===== config.mk =====
export PLATFORM = sky130hd
export DESIGN_NAME = decode_len_sequencer
export DESIGN_NICKNAME = d
export VERILOG_FILES = /design/src/rtl/decode_len_sequencer.sv
export SDC_FILE = /design/constraint.sdc
export NUM_CORES = 1
export LEC_CHECK = 0
export CAP_MARGIN = 0
export CORE_AREA = 2 2 117 119
export DETAILED_ROUTE_END_ITERATION = 8
export DIE_AREA = 0 0 119 121
export GPL_TIMING_DRIVEN = 0
export MAX_ROUTING_LAYER = met4
export PLACE_DENSITY = 0.87
export SYNTH_ARGS = -nofsm -noshare
export SYNTH_HDL_FRONTEND = slang
export SYNTH_SLANG_ARGS = --single-unit

===== constraint.sdc =====
create_clock -name clk -period 6.07 [get_ports clk]
set_clock_uncertainty 0.1 [all_clocks]
set_input_delay 1.214 -clock clk [delete_from_list [all_inputs] [get_ports clk]]
set_output_delay 1.214 -clock clk [all_outputs]
set_load 0.03 [all_outputs]

===== src/rtl/decode_len_sequencer.sv =====
// Byte-serial x86-64 instruction boundary sequencer: walks prefix/REX/opcode/ModRM/SIB/disp/imm, emits one descriptor.
// Latency: descriptor valid the cycle after the last instruction byte is accepted; one byte per cycle otherwise.
// Backpressure: in_ready is low while a descriptor waits for out_ready; flush drops partial and pending work.
// Ports: clk/reset_n, flush, modrm_tbl (bit 255-op = ModRM present), in_valid/in_ready/in_byte, out_valid/out_ready, out_* fields.
module decode_len_sequencer #(
  parameter int unsigned MAX_LEN = 15
) (
  input  logic         clk,
  input  logic         reset_n,
  input  logic         flush,
  input  logic [255:0] modrm_tbl,
  input  logic         in_valid,
  output logic         in_ready,
  input  logic [7:0]   in_byte,
  output logic         out_valid,
  input  logic         out_ready,
  output logic [3:0]   out_len,
  output logic [7:0]   out_opcode,
  output logic         out_esc,
  output logic [3:0]   out_rex,
  output logic         out_opsize16,
  output logic         out_has_modrm,
  output logic [7:0]   out_modrm,
  output logic         out_err
);

  typedef enum logic [2:0] {PFX, ESC2, MODRM, SIB, DISP, IMM, DONE} state_t;

  state_t     state, state_n;
  logic [3:0] count, count_n;
  logic [3:0] rex, rex_n;
  logic       opsize16, opsize16_n;
  logic       esc, esc_n;
  logic [7:0] opcode, opcode_n;
  logic       has_modrm, has_modrm_n;
  logic [7:0] modrm, modrm_n;
  logic       err, err_n;
  logic [2:0] disp_left, disp_left_n;
  logic [3:0] imm_left, imm_left_n;
  logic       hm;
  logic [3:0] imm_sz;
  logic [2:0] disp_sz;
  logic       done;

  // Immediate byte count; reg_f only matters for the F6/F7 group (TEST has an immediate).
  function automatic logic [3:0] imm_size(input logic [7:0] op, input logic e, input logic o16,
                                          input logic w, input logic [2:0] reg_f);
    logic [3:0] z;
    z = o16 ? 4'd2 : 4'd4;
    imm_size = 4'd0;
    if (e) begin
      if (op[7:4] == 4'h8) imm_size = 4'd4;
    end else if (op[7:6] == 2'b00 && op[2:0] == 3'd4) begin
      imm_size = 4'd1;
    end else if (op[7:6] == 2'b00 && op[2:0] == 3'd5) begin
      imm_size = z;
    end else begin
      case (op) inside
        8'h6A, 8'h6B, [8'h70:8'h7F], 8'h80, 8'h83, 8'hA8, [8'hB0:8'hB7],
        8'hC0, 8'hC1, 8'hC6, 8'hCD, 8'hD4, 8'hD5, [8'hE0:8'hE7], 8'hEB: imm_size = 4'd1;
        8'h68, 8'h69, 8'h81, 8'hA9, 8'hC7, 8'hE8, 8'hE9:               imm_size = z;
        [8'hB8:8'hBF]:  imm_size = w ? 4'd8 : z;
        8'hC2, 8'hCA:   imm_size = 4'd2;
        8'hC8:          imm_size = 4'd3;
        [8'hA0:8'hA3]:  imm_size = 4'd8;
        8'hF6:          imm_size = (reg_f == 3'd0) ? 4'd1 : 4'd0;
        8'hF7:          imm_size = (reg_f == 3'd0) ? z : 4'd0;
        default:        imm_size = 4'd0;
      endcase
    end
  endfunction

  // First non-empty step among disp, imm; otherwise the instruction is complete.
  function automatic state_t next_step(input logic [2:0] d, input logic [3:0] i);
    if (d != 3'd0)      next_step = DISP;
    else if (i != 4'd0) next_step = IMM;
    else                next_step = DONE;
  endfunction

  always_ff @(posedge clk or negedge reset_n) begin
    if (!reset_n) begin
      state     <= PFX;
      count     <= '0;
      rex       <= '0;
      opsize16  <= 1'b0;
      esc       <= 1'b0;
      opcode    <= '0;
      has_modrm <= 1'b0;
      modrm     <= '0;
      err       <= 1'b0;
      disp_left <= '0;
      imm_left  <= '0;
    end else begin
      state     <= state_n;
      count     <= count_n;
      rex       <= rex_n;
      opsize16  <= opsize16_n;
      esc       <= esc_n;
      opcode    <= opcode_n;
      has_modrm <= has_modrm_n;
      modrm     <= modrm_n;
      err       <= err_n;
      disp_left <= disp_left_n;
      imm_left  <= imm_left_n;
    end
  end

  assign done     = (state == DONE);
  assign in_ready = !done && !flush;

  always_comb begin
    state_n     = state;
    count_n     = count;
    rex_n       = rex;
    opsize16_n  = opsize16;
    esc_n       = esc;
    opcode_n    = opcode;
    has_modrm_n = has_modrm;
    modrm_n     = modrm;
    err_n       = err;
    disp_left_n = disp_left;
    imm_left_n  = imm_left;
    hm          = 1'b0;
    imm_sz      = '0;
    disp_sz     = '0;

    if (flush || (done && out_ready)) begin
      state_n     = PFX;
      count_n     = '0;
      rex_n       = '0;
      opsize16_n  = 1'b0;
      esc_n       = 1'b0;
      opcode_n    = '0;
      has_modrm_n = 1'b0;
      modrm_n     = '0;
      err_n       = 1'b0;
      disp_left_n = '0;
      imm_left_n  = '0;
    end else if (!done && in_valid) begin
      count_n = count + 4'd1;
      case (state)
        PFX: begin
          if (in_byte inside {8'h26, 8'h2E, 8'h36, 8'h3E, 8'h64, 8'h65, 8'h66, 8'h67,
                              8'hF0, 8'hF2, 8'hF3}) begin
            // A REX followed by a legacy prefix is not adjacent to the opcode, so it is dropped.
            rex_n = '0;
            if (in_byte == 8'h66) opsize16_n = 1'b1;
          end else if (in_byte[7:4] == 4'h4) begin
            rex_n = in_byte[3:0];
          end else if (in_byte == 8'h0F) begin
            esc_n   = 1'b1;
            state_n = ESC2;
          end else begin
            opcode_n    = in_byte;
            hm          = modrm_tbl[8'd255 - in_byte];
            imm_sz      = imm_size(in_byte, 1'b0, opsize16, rex[3], 3'd0);
            has_modrm_n = hm;
            imm_left_n  = imm_sz;
            state_n     = hm ? MODRM : next_step(3'd0, imm_sz);
          end
        end
        ESC2: begin
          opcode_n    = in_byte;
          hm          = !(in_byte[7:4] == 4'h8 || in_byte inside {8'h05, 8'h31, 8'hA2});
          imm_sz      = imm_size(in_byte, 1'b1, opsize16, rex[3], 3'd0);
          has_modrm_n = hm;
          imm_left_n  = imm_sz;
          state_n     = hm ? MODRM : next_step(3'd0, imm_sz);
        end
        MODRM: begin
          modrm_n    = in_byte;
          // Immediate is resized here because F6/F7 depend on ModRM.reg.
          imm_sz     = imm_size(opcode, esc, opsize16, rex[3], in_byte[5:3]);
          imm_left_n = imm_sz;
          case (in_byte[7:6])
            2'b01:   disp_sz = 3'd1;
            2'b10:   disp_sz = 3'd4;
            2'b00:   disp_sz = (in_byte[2:0] == 3'd5) ? 3'd4 : 3'd0;
            default: disp_sz = 3'd0;
          endcase
          disp_left_n = disp_sz;
          if (in_byte[7:6] != 2'b11 && in_byte[2:0] == 3'd4) state_n = SIB;
          else                                                state_n = next_step(disp_sz, imm_sz);
        end
        SIB: begin
          disp_sz = disp_left;
          if (modrm[7:6] == 2'b00 && in_byte[2:0] == 3'd5) disp_sz = 3'd4;
          disp_left_n = disp_sz;
          state_n     = next_step(disp_sz, imm_left);
        end
        DISP: begin
          disp_left_n = disp_left - 3'd1;
          state_n     = (disp_left == 3'd1) ? next_step(3'd0, imm_left) : DISP;
        end
        IMM: begin
          imm_left_n = imm_left - 4'd1;
          state_n    = (imm_left == 4'd1) ? DONE : IMM;
        end
        default: state_n = state;
      endcase
      // Length limit hit with bytes still outstanding: close the instruction as an error.
      if (state_n != DONE && count_n == 4'(MAX_LEN)) begin
        state_n = DONE;
        err_n   = 1'b1;
      end
    end
  end

  assign out_valid     = done;
  assign out_len       = done ? count     : 4'd0;
  assign out_opcode    = done ? opcode    : 8'd0;
  assign out_esc       = done && esc;
  assign out_rex       = done ? rex       : 4'd0;
  assign out_opsize16  = done && opsize16;
  assign out_has_modrm = done && has_modrm;
  assign out_modrm     = done ? modrm     : 8'd0;
  assign out_err       = done && err;

endmodule


### Word level (Yosys, flattened, before mapping)

Index checks and enable logic that the tools add are counted.

* bits in registers: 38
* input port bits: 269
* output and inout bits: 30
* logic and storage cells: 310

* $add $sub $neg: 4
* $lt $le $gt $ge: 21
* eq/ne operators: 88
* mux-type cells: 119
* reduce and logical (&&, ||, !) cells: 67

Operator list (count)
* equality test 8 bit (second input constant): 44
* 2-to-1 mux 4 bit: 44
* equality test 8 x 7 -> 1 bit (second input constant): 12
* 2-to-1 mux 3 bit: 30
* 2-to-1 mux 8 bit: 10
* greater-or-equal comparator 8 bit (second input constant): 8
* <= comparator 8 bit (second input constant): 8
* equality test 8 x 6 -> 1 bit (second input constant): 5
* OR reduction 15 bit: 2
* logical AND 1 bit: 24
* equality test 3 bit (second input constant): 7
* 2-to-1 mux 1 bit: 21
* nonzero test 4 bit: 5
* one-hot mux 3 bit (3 select lines): 2
* one-hot mux 3 bit (6 select lines): 1
* greater-or-equal comparator 8 x 7 -> 1 bit (second input constant): 2
* <= comparator 8 x 7 -> 1 bit (second input constant): 2
* one-hot mux 4 bit (4 select lines): 1
* one-hot mux 8 bit (2 select lines): 1
* AND reduction 5 bit: 3
* nonzero test 3 bit: 5
* 2-to-1 mux 2 bit: 7
* nonzero test 2 bit: 7
* OR reduction 7 bit: 2
* 28 further kinds: 46

### Longest topological paths before layout

Gate-level depths: netlist of run 1.

* word-level depth: 31
* depth in mapped cells: 14
* depth with buffers taken out: 10

### Worst setup path after synthesis of run 1

OpenSTA, ideal clock, no wires.

* path kind: input to register
* from: input port in_byte[1]
* to: register state[1]
* setup time: 0.138 ns
* arrival time: 3.603 ns
* data required time: 5.832 ns
* setup slack: 2.228 ns
* stages: 10
* path buffers: 2
* cell sequence: buf_6 > buf_12 > mux4_1 > mux4_2 > o22ai_2 > o22ai_1 > o32a_1 > o21a_1 > o41ai_2 > o21ai_1

* word-level cells in the longest chain between the ends: 31
* elaborated cells on any way between the ends: 114
* those cells by class: add/sub (1); order compare (10); eq/ne (42); mux (42); reduce/logical (19)

RTL lines
* start: declaration: line 14 `input logic [7:0] in_byte,`
* branches (longest 23 deep; another with greater-or-equal comparator 8 bit)
* one-hot mux 3 bit (6 select lines) *: line 141 `case (state)`
* 2-to-1 mux 3 bit *: line 139 `end else if (!done && in_valid) begin`
* 2-to-1 mux 3 bit *: line 127 `if (flush || (done && out_ready)) begin`
* != test 3 bit: line 202 `if (state_n != DONE && count_n == 4'(MAX_LEN)) begin`
* logical AND 1 bit: line 202
* 2-to-1 mux 3 bit *: line 202
* 2-to-1 mux 3 bit *: line 139
* 2-to-1 mux 3 bit *: line 127
* end signal: assignment: line 94 `state <= state_n;`
* end: declaration: line 29 `state_t state, state_n;`

Every way passes the cells marked *. The select of a mux whose other input is x is not followed.
A chain may end at the register's enable or synchronous reset.

### Worst setup path in the final report of run 1

* from: input port in_byte[6]
* to: register state[1]

The elaborated chain is that of the path after synthesis.

==> impl_metrics.tcl, run 1 <==
set metrics [dict create \
    antenna_found_initial 1 \
    routed_wl_um 26000 \
    ys_ff_latch 38 \
    dr.first_iter.drc_count 829 \
    cts_hold_buf 0 \
    overflow 0 \
    worstMarginPinSlew_ns 0.895 \
    core_area_um2 13100 \
    cts-buffers-inserted 5 \
    worstSkewPairLatency_ns 0.29 \
    cts_sinks 38 \
    cts_setup_buffers 0 \
    start_kind "primary input" \
    core.rowCount 42 \
    maxSlewHeadroom 0.403 \
    final_antenna_net_count 0 \
    final_cell_mix "clkdlybuf4s50_1 (294), nand2_1 (79), nor2_1 (47)" \
    drt_first_pass_iters 7 \
    gp_congestion 1.06 \
    crit_type "primary input to flip-flop" \
    cp_common_cell "a311oi_1" \
    min_path_type "flip-flop to flip-flop" \
    seq_power_share 0.231 \
    layout_commonest_cell "clkdlybuf4s50_1" \
    tritoncts "built" \
    combinationalPowerShare 0.493 \
    clock_path_buffers 2 \
    period_share 0.746 \
    synth_area_leaders "dfrtp_1 (17%), mux4_2 (16%), mux2i_1 (6.5%)" \
    cp_slowest_cell "a311oi_1" \
    hold_viol_final 0 \
    switchingPower_mw 0.422 \
    ff2ff_setup_slack_ns 2.88 \
    cpPeakStageDelay_ns 0.68 \
    h-tree-depth 2 \
    die_area_um2 14400 \
    final_util 0.690 \
    io_buffer_count 295 \
    dieHeight_um 121 \
    io-pin-count 299 \
    max_freq_mhz 221 \
    yosys_warnings 0 \
    synth_flop_cell "dfrtp_1" \
    async_reset_ff_frac 1.00 \
    cp_data_required_time_ns 6.12 \
    syn_to_final_growth_pct 59.4 \
    globalRouteTotalUtil 0.368 \
    wl_per_cell_um 22.9 \
    syn_nets 932 \
    cp-end-kind "flip-flop" \
    grt_pass1_wl_um 39700 \
    post_cts_resized 0 \
    initial_utilization 0.433 \
    postSynthCellCount 656 \
    yosysSeqAreaShare 0.168 \
    power_frac_clock 0.276 \
    drc 0 \
    synthDistinctLibCells 77 \
    synth_area_um2 5670 \
    nets 1234 \
    vias_per_cell 6.23 \
    finalSetupTns_ns 0 \
    crit_chain "clkdlybuf4s50_1, inv_1, nor2_1, a311oi_1, o211ai_1, a311oi_1, a211oi_1, o311a_2, o41ai_2, o21ai_1" \
    dpl.hpwl_um 21200 \
    synth_area_per_cell_um2 8.64 \
    critPathArrivalTime_ns 4.57 \
    synth-edff-count 0 \
    fin_crit_ns 4.53 \
    netlist.top_cell.by_area "dfrtp_1" \
    power.density_nw_per_um2 140 \
    setup_violations 0 \
    grt_max_degree 39 \
    grt_pass1_vias 7313 \
    cp_max_fo 8 \
    synth.top_cell.area_share 0.168 \
    p_leak_nw 3.44 \
    switching_share 0.334 \
    drive_gt1_frac 0.112 \
    rsz0062_at_grt "false" \
    slew_viol_final 0 \
    path_clk_slew_ns 0.06 \
    max-cap-violations 0 \
    routed-via-count 7072 \
    dieWidth_um 119 \
    status "complete, no violations" \
    peakVddDrop_v 0.000121 \
    cts_root_buf "clkbuf_16" \
    p_int_mw 0.842 \
]
## critical path, delay by kind of cell
kind,cells,cell delay [ns]
AOI/OAI and AO/OA,7,2.21
buffers and inverters,2,0.93
and+or+nand+nor,1,0.21
## final cells by class
cell class	count	area [µm²]
fill	1072	4050
clock inverter	3	68.8
tap	176	220
antenna	1	2.50
clock buffer	5	125
timing repair buffer	295	2950
sequential	38	951
buffer	57	384
multi-input combinational	543	4260
inverter	18	67.6
## cell usage after synthesis, types with 6 or more instances
cell type  instances
nand2_1           79
nor2_1            47
mux4_2            41
a21oi_1           38
dfrtp_1           38
mux2i_1           37
o21ai_0           28
and2_1            27
nor3_1            23
clkbuf_1          19
inv_1             17
nor2b_1           15
nand2b_1          14
nand3_1           14
buf_6             13
a31oi_1           12
a211oi_1           9
a22oi_1            9
buf_2              9
buf_4              9
mux4_1             9
nor4_1             9
o31ai_1            8
ha_1               7
mux2_2             7
a22o_1             6
nand3b_1           6
## sequential cells by signal, summed over array words and instances, names as in the netlist, 3 cells and up
name / count
imm_left: 4
disp_left: 3
opcode: 8
modrm: 8
rex: 4
state: 3
count: 4
## metrics by stage
step                worst slack, ns  hold slack (ns)  total power, mW  area, µm²  std cells
floorplan                      2.23            0.335            0.615       5670        656
global placement               1.47            0.358            0.896       8840       1127
detailed placement             1.47            0.368            0.904       8830       1127
CTS                            1.71            0.382             1.25       9030       1135
global route                   1.41            0.390             1.31       9030       1136
finish                         1.54            0.378             1.26       9030       1136
## power by group through the flow
stage / clock network [mW] / logic, mW / registers (mW)
floorplan: 0 / 0.325 / 0.290
global placement: 0 / 0.601 / 0.295
detailed placement: 0 / 0.608 / 0.296
CTS: 0.346 / 0.611 / 0.292
global route: 0.357 / 0.663 / 0.295
finish: 0.349 / 0.623 / 0.292
## cell families after synthesis
| kind of cell | share of synthesized area |
|---|---|
| mux | 0.284 |
| compound gates | 0.200 |
| buf+inv | 0.0797 |
| flops | 0.168 |
| xor+xnor | 0.0108 |
| fa+ha+maj | 0.0155 |
| simple gates | 0.242 |
## routing by layer
metal	up-vias	share of wire	track usage
met2	503	0.48	0.612
met4	0	0.032	0.118
met3	89	0.11	0.0733
met1	3356	0.38	0.452
li1	3124	-	-
met5	-	0	-
## path summary, 6_finish.rpt
check                      depth (start not counted)       start          end
setup / recovery                                  10  in_byte[6]     state[1]
hold / removal                                     2      rex[1]       rex[1]
setup reg to reg                                  10   opcode[1]     state[1]
hold reg to reg                                    2      rex[1]       rex[1]
max in group asynchronous                          1     reset_n  imm_left[1]
min in group asynchronous                          1     reset_n     modrm[2]
(Power assumes the default switching activity.)
==> run 2, diff against run 1 <==
Settings changed: CORE_AREA 2 2 117 119 to 2 2 121 123, DIE_AREA 0 0 119 121 to 0 0 123 125, PLACE_DENSITY 0.87 to 0.82.
Clock period 6.07 ns to 4.5 ns, I/O delays scaled along.
==> run 2 against run 1 <==
Net effect:
- non-clock buffer count unchanged
- register-to-register slack got worse by 1.6 ns
- sequential share of layout area about the same
- core utilization decreased by 5.5 points
- count of clock-buffer cells in the layout increased by 1
- final area decreased by 0.17%
- clock power increased by 18%
- combinational power increased by 34%
- cell count increased by 0.62%
- die area increased by 6.8%
- flip-flop and latch count unchanged
- critical path type unchanged
- critical endpoint unchanged
==> impl_metrics.tcl, run 2 (synthesized netlist as in run 1, its figures left out) <==
set metrics [dict create \
    start_kind "primary input" \
    overflow 0 \
    dpl.hpwl_um 20900 \
    maxSlewHeadroom 0.374 \
    grt_pass1_wl_um 38300 \
    vias_per_cell 6.00 \
    dieHeight_um 125 \
    cts_sinks 38 \
    combinationalPowerShare 0.508 \
    period_share 0.935 \
    routed-via-count 6854 \
    cp_slowest_cell "a311oi_1" \
    cpPeakStageDelay_ns 0.65 \
    initial_utilization 0.399 \
    wl_per_cell_um 22.2 \
    worstMarginPinSlew_ns 0.926 \
    drc 0 \
    path_clk_slew_ns 0.06 \
    seq_power_share 0.241 \
    switching_share 0.334 \
    power.density_nw_per_um2 182 \
    setup_violations 0 \
    peakVddDrop_v 0.000159 \
    preCtsSetupSlack_ns 0.0941 \
    io-pin-count 299 \
    worstSkewPairLatency_ns 0.29 \
    top_regs "modrm (8), opcode (8)" \
    cts-buffers-inserted 5 \
    status "complete, no violations" \
    die_area_um2 15400 \
    cts_setup_buffers 0 \
    critPathArrivalTime_ns 4.26 \
    clock_path_buffers 2 \
    cp_common_cell "a311oi_1" \
    core_area_um2 14200 \
    drt_first_pass_iters 6 \
    antenna_found_initial 1 \
    syn_to_final_growth_pct 59.1 \
    power_frac_clock 0.251 \
    grt_pass1_vias 6917 \
    drive_gt1_frac 0.111 \
    ff2ff_setup_slack_ns 1.28 \
    crit_type "primary input to flip-flop" \
    crit_chain "clkdlybuf4s50_1, inv_1, nor2_1, a311oi_1, o211ai_1, a311oi_1, a211oi_1, o311a_2, o41ai_2, o21ai_1" \
    io_buffer_count 295 \
    routed_wl_um 25300 \
    max-cap-violations 0 \
    dieWidth_um 123 \
    rsz0062_at_grt "false" \
    path_buf_inv 2 \
    grt_max_degree 39 \
    final_util 0.635 \
    cts_hold_buf 0 \
    slew_viol_final 0 \
    layout_commonest_cell "clkdlybuf4s50_1" \
    fin_crit_ns 4.21 \
    nets 1234 \
    core.rowCount 44 \
    hold_viol_final 0 \
    post_cts_resized 0 \
    tritoncts "built" \
    cp_data_required_time_ns 4.55 \
    cp-end-kind "flip-flop" \
    min_path_type "flip-flop to flip-flop" \
    globalRouteTotalUtil 0.338 \
    h-tree-depth 2 \
    max_freq_mhz 238 \
    cp_max_fo 8 \
    final_antenna_net_count 0 \
    gp_congestion 1.02 \
    final_cell_mix "clkdlybuf4s50_1 (294), nand2_1 (79), nor2_1 (47)" \
    fin_ws_ns 0.292 \
    p_leak_nw 3.43 \
    dr.first_iter.drc_count 693 \
    p_int_mw 1.09 \
    finalSetupTns_ns 0 \
    critical_path.top_delay_family "compound AO/OA/AOI/OAI gates" \
    switchingPower_mw 0.548 \
    cts_root_buf "clkbuf_16" \
]
[run 2: cell count changes in the layout (fill, tap and decap cells not counted)]
| cell | before | now |
|---|---|---|
| clkbuf_8 | 0 | 1 |
| clkinv_4 | 1 | 0 |
| bufinv_16 | 2 | 1 |
[run 2: path summary, 6_finish.rpt]
| check | startpoint | to | depth (start not counted) |
|---|---|---|---|
| min | rex[2] | rex[2] | 2 |
| max reg2reg | opcode[4] | state[1] | 10 |
| max in group asynchronous | reset_n | rex[2] | 1 |
| max | in_byte[6] | state[1] | 10 |
| min reg2reg | rex[2] | rex[2] | 2 |
| min in group asynchronous | reset_n | count[1] | 1 |
[run 2: routing by layer]
| metal | wire (µm) | up-vias | track usage |
|---|---|---|---|
| met5 | 0 | - | - |
| li1 | - | 3121 | - |
| met4 | 794 | 0 | 0.117 |
| met3 | 2450 | 58 | 0.0757 |
| met1 | 10100 | 3253 | 0.420 |
| met2 | 12000 | 422 | 0.540 |
[run 2: layout make-up]
class | instances | area [µm²]
Fill cell | 1275 | 5190
Multi-Input combinational cell | 543 | 4260
Timing Repair Buffer | 295 | 2950
Sequential cell | 38 | 951
Buffer | 57 | 384
Tap cell | 184 | 230
Clock buffer | 6 | 139
Inverter | 18 | 67.6
Clock inverter | 1 | 30.0
Antenna cell | 1 | 2.50
[run 2: power groups by stage]
stage	Combinational (mW)	Sequential, mW	Clock [mW]
6_report	0.832	0.395	0.411
3_5_place_dp	0.819	0.399	0
2_1_floorplan	0.438	0.391	0
4_1_cts	0.823	0.394	0.410
3_3_place_gp	0.816	0.398	0
5_1_grt	0.892	0.399	0.424
[run 2: worst register-to-register path: cells and delay by family (launching register included)]
kind,cells,cell delay [ns]
buffers and inverters,1,0.35
and+or+nand+nor,2,0.28
DFF,1,0.37
AOI/OAI and AO/OA,7,1.99
[run 2: metrics by stage]
| step | std cells | cell area [µm²] | power, mW | hold slack (ns) |
|---|---|---|---|---|
| 2_1_floorplan | 656 | 5670 | 0.829 | 0.335 |
| 3_3_place_gp | 1135 | 8850 | 1.21 | 0.359 |
| 3_5_place_dp | 1135 | 8840 | 1.22 | 0.364 |
| 4_1_cts | 1142 | 9010 | 1.63 | 0.376 |
| 5_1_grt | 1143 | 9020 | 1.72 | 0.402 |
| 6_report | 1143 | 9020 | 1.64 | 0.365 |
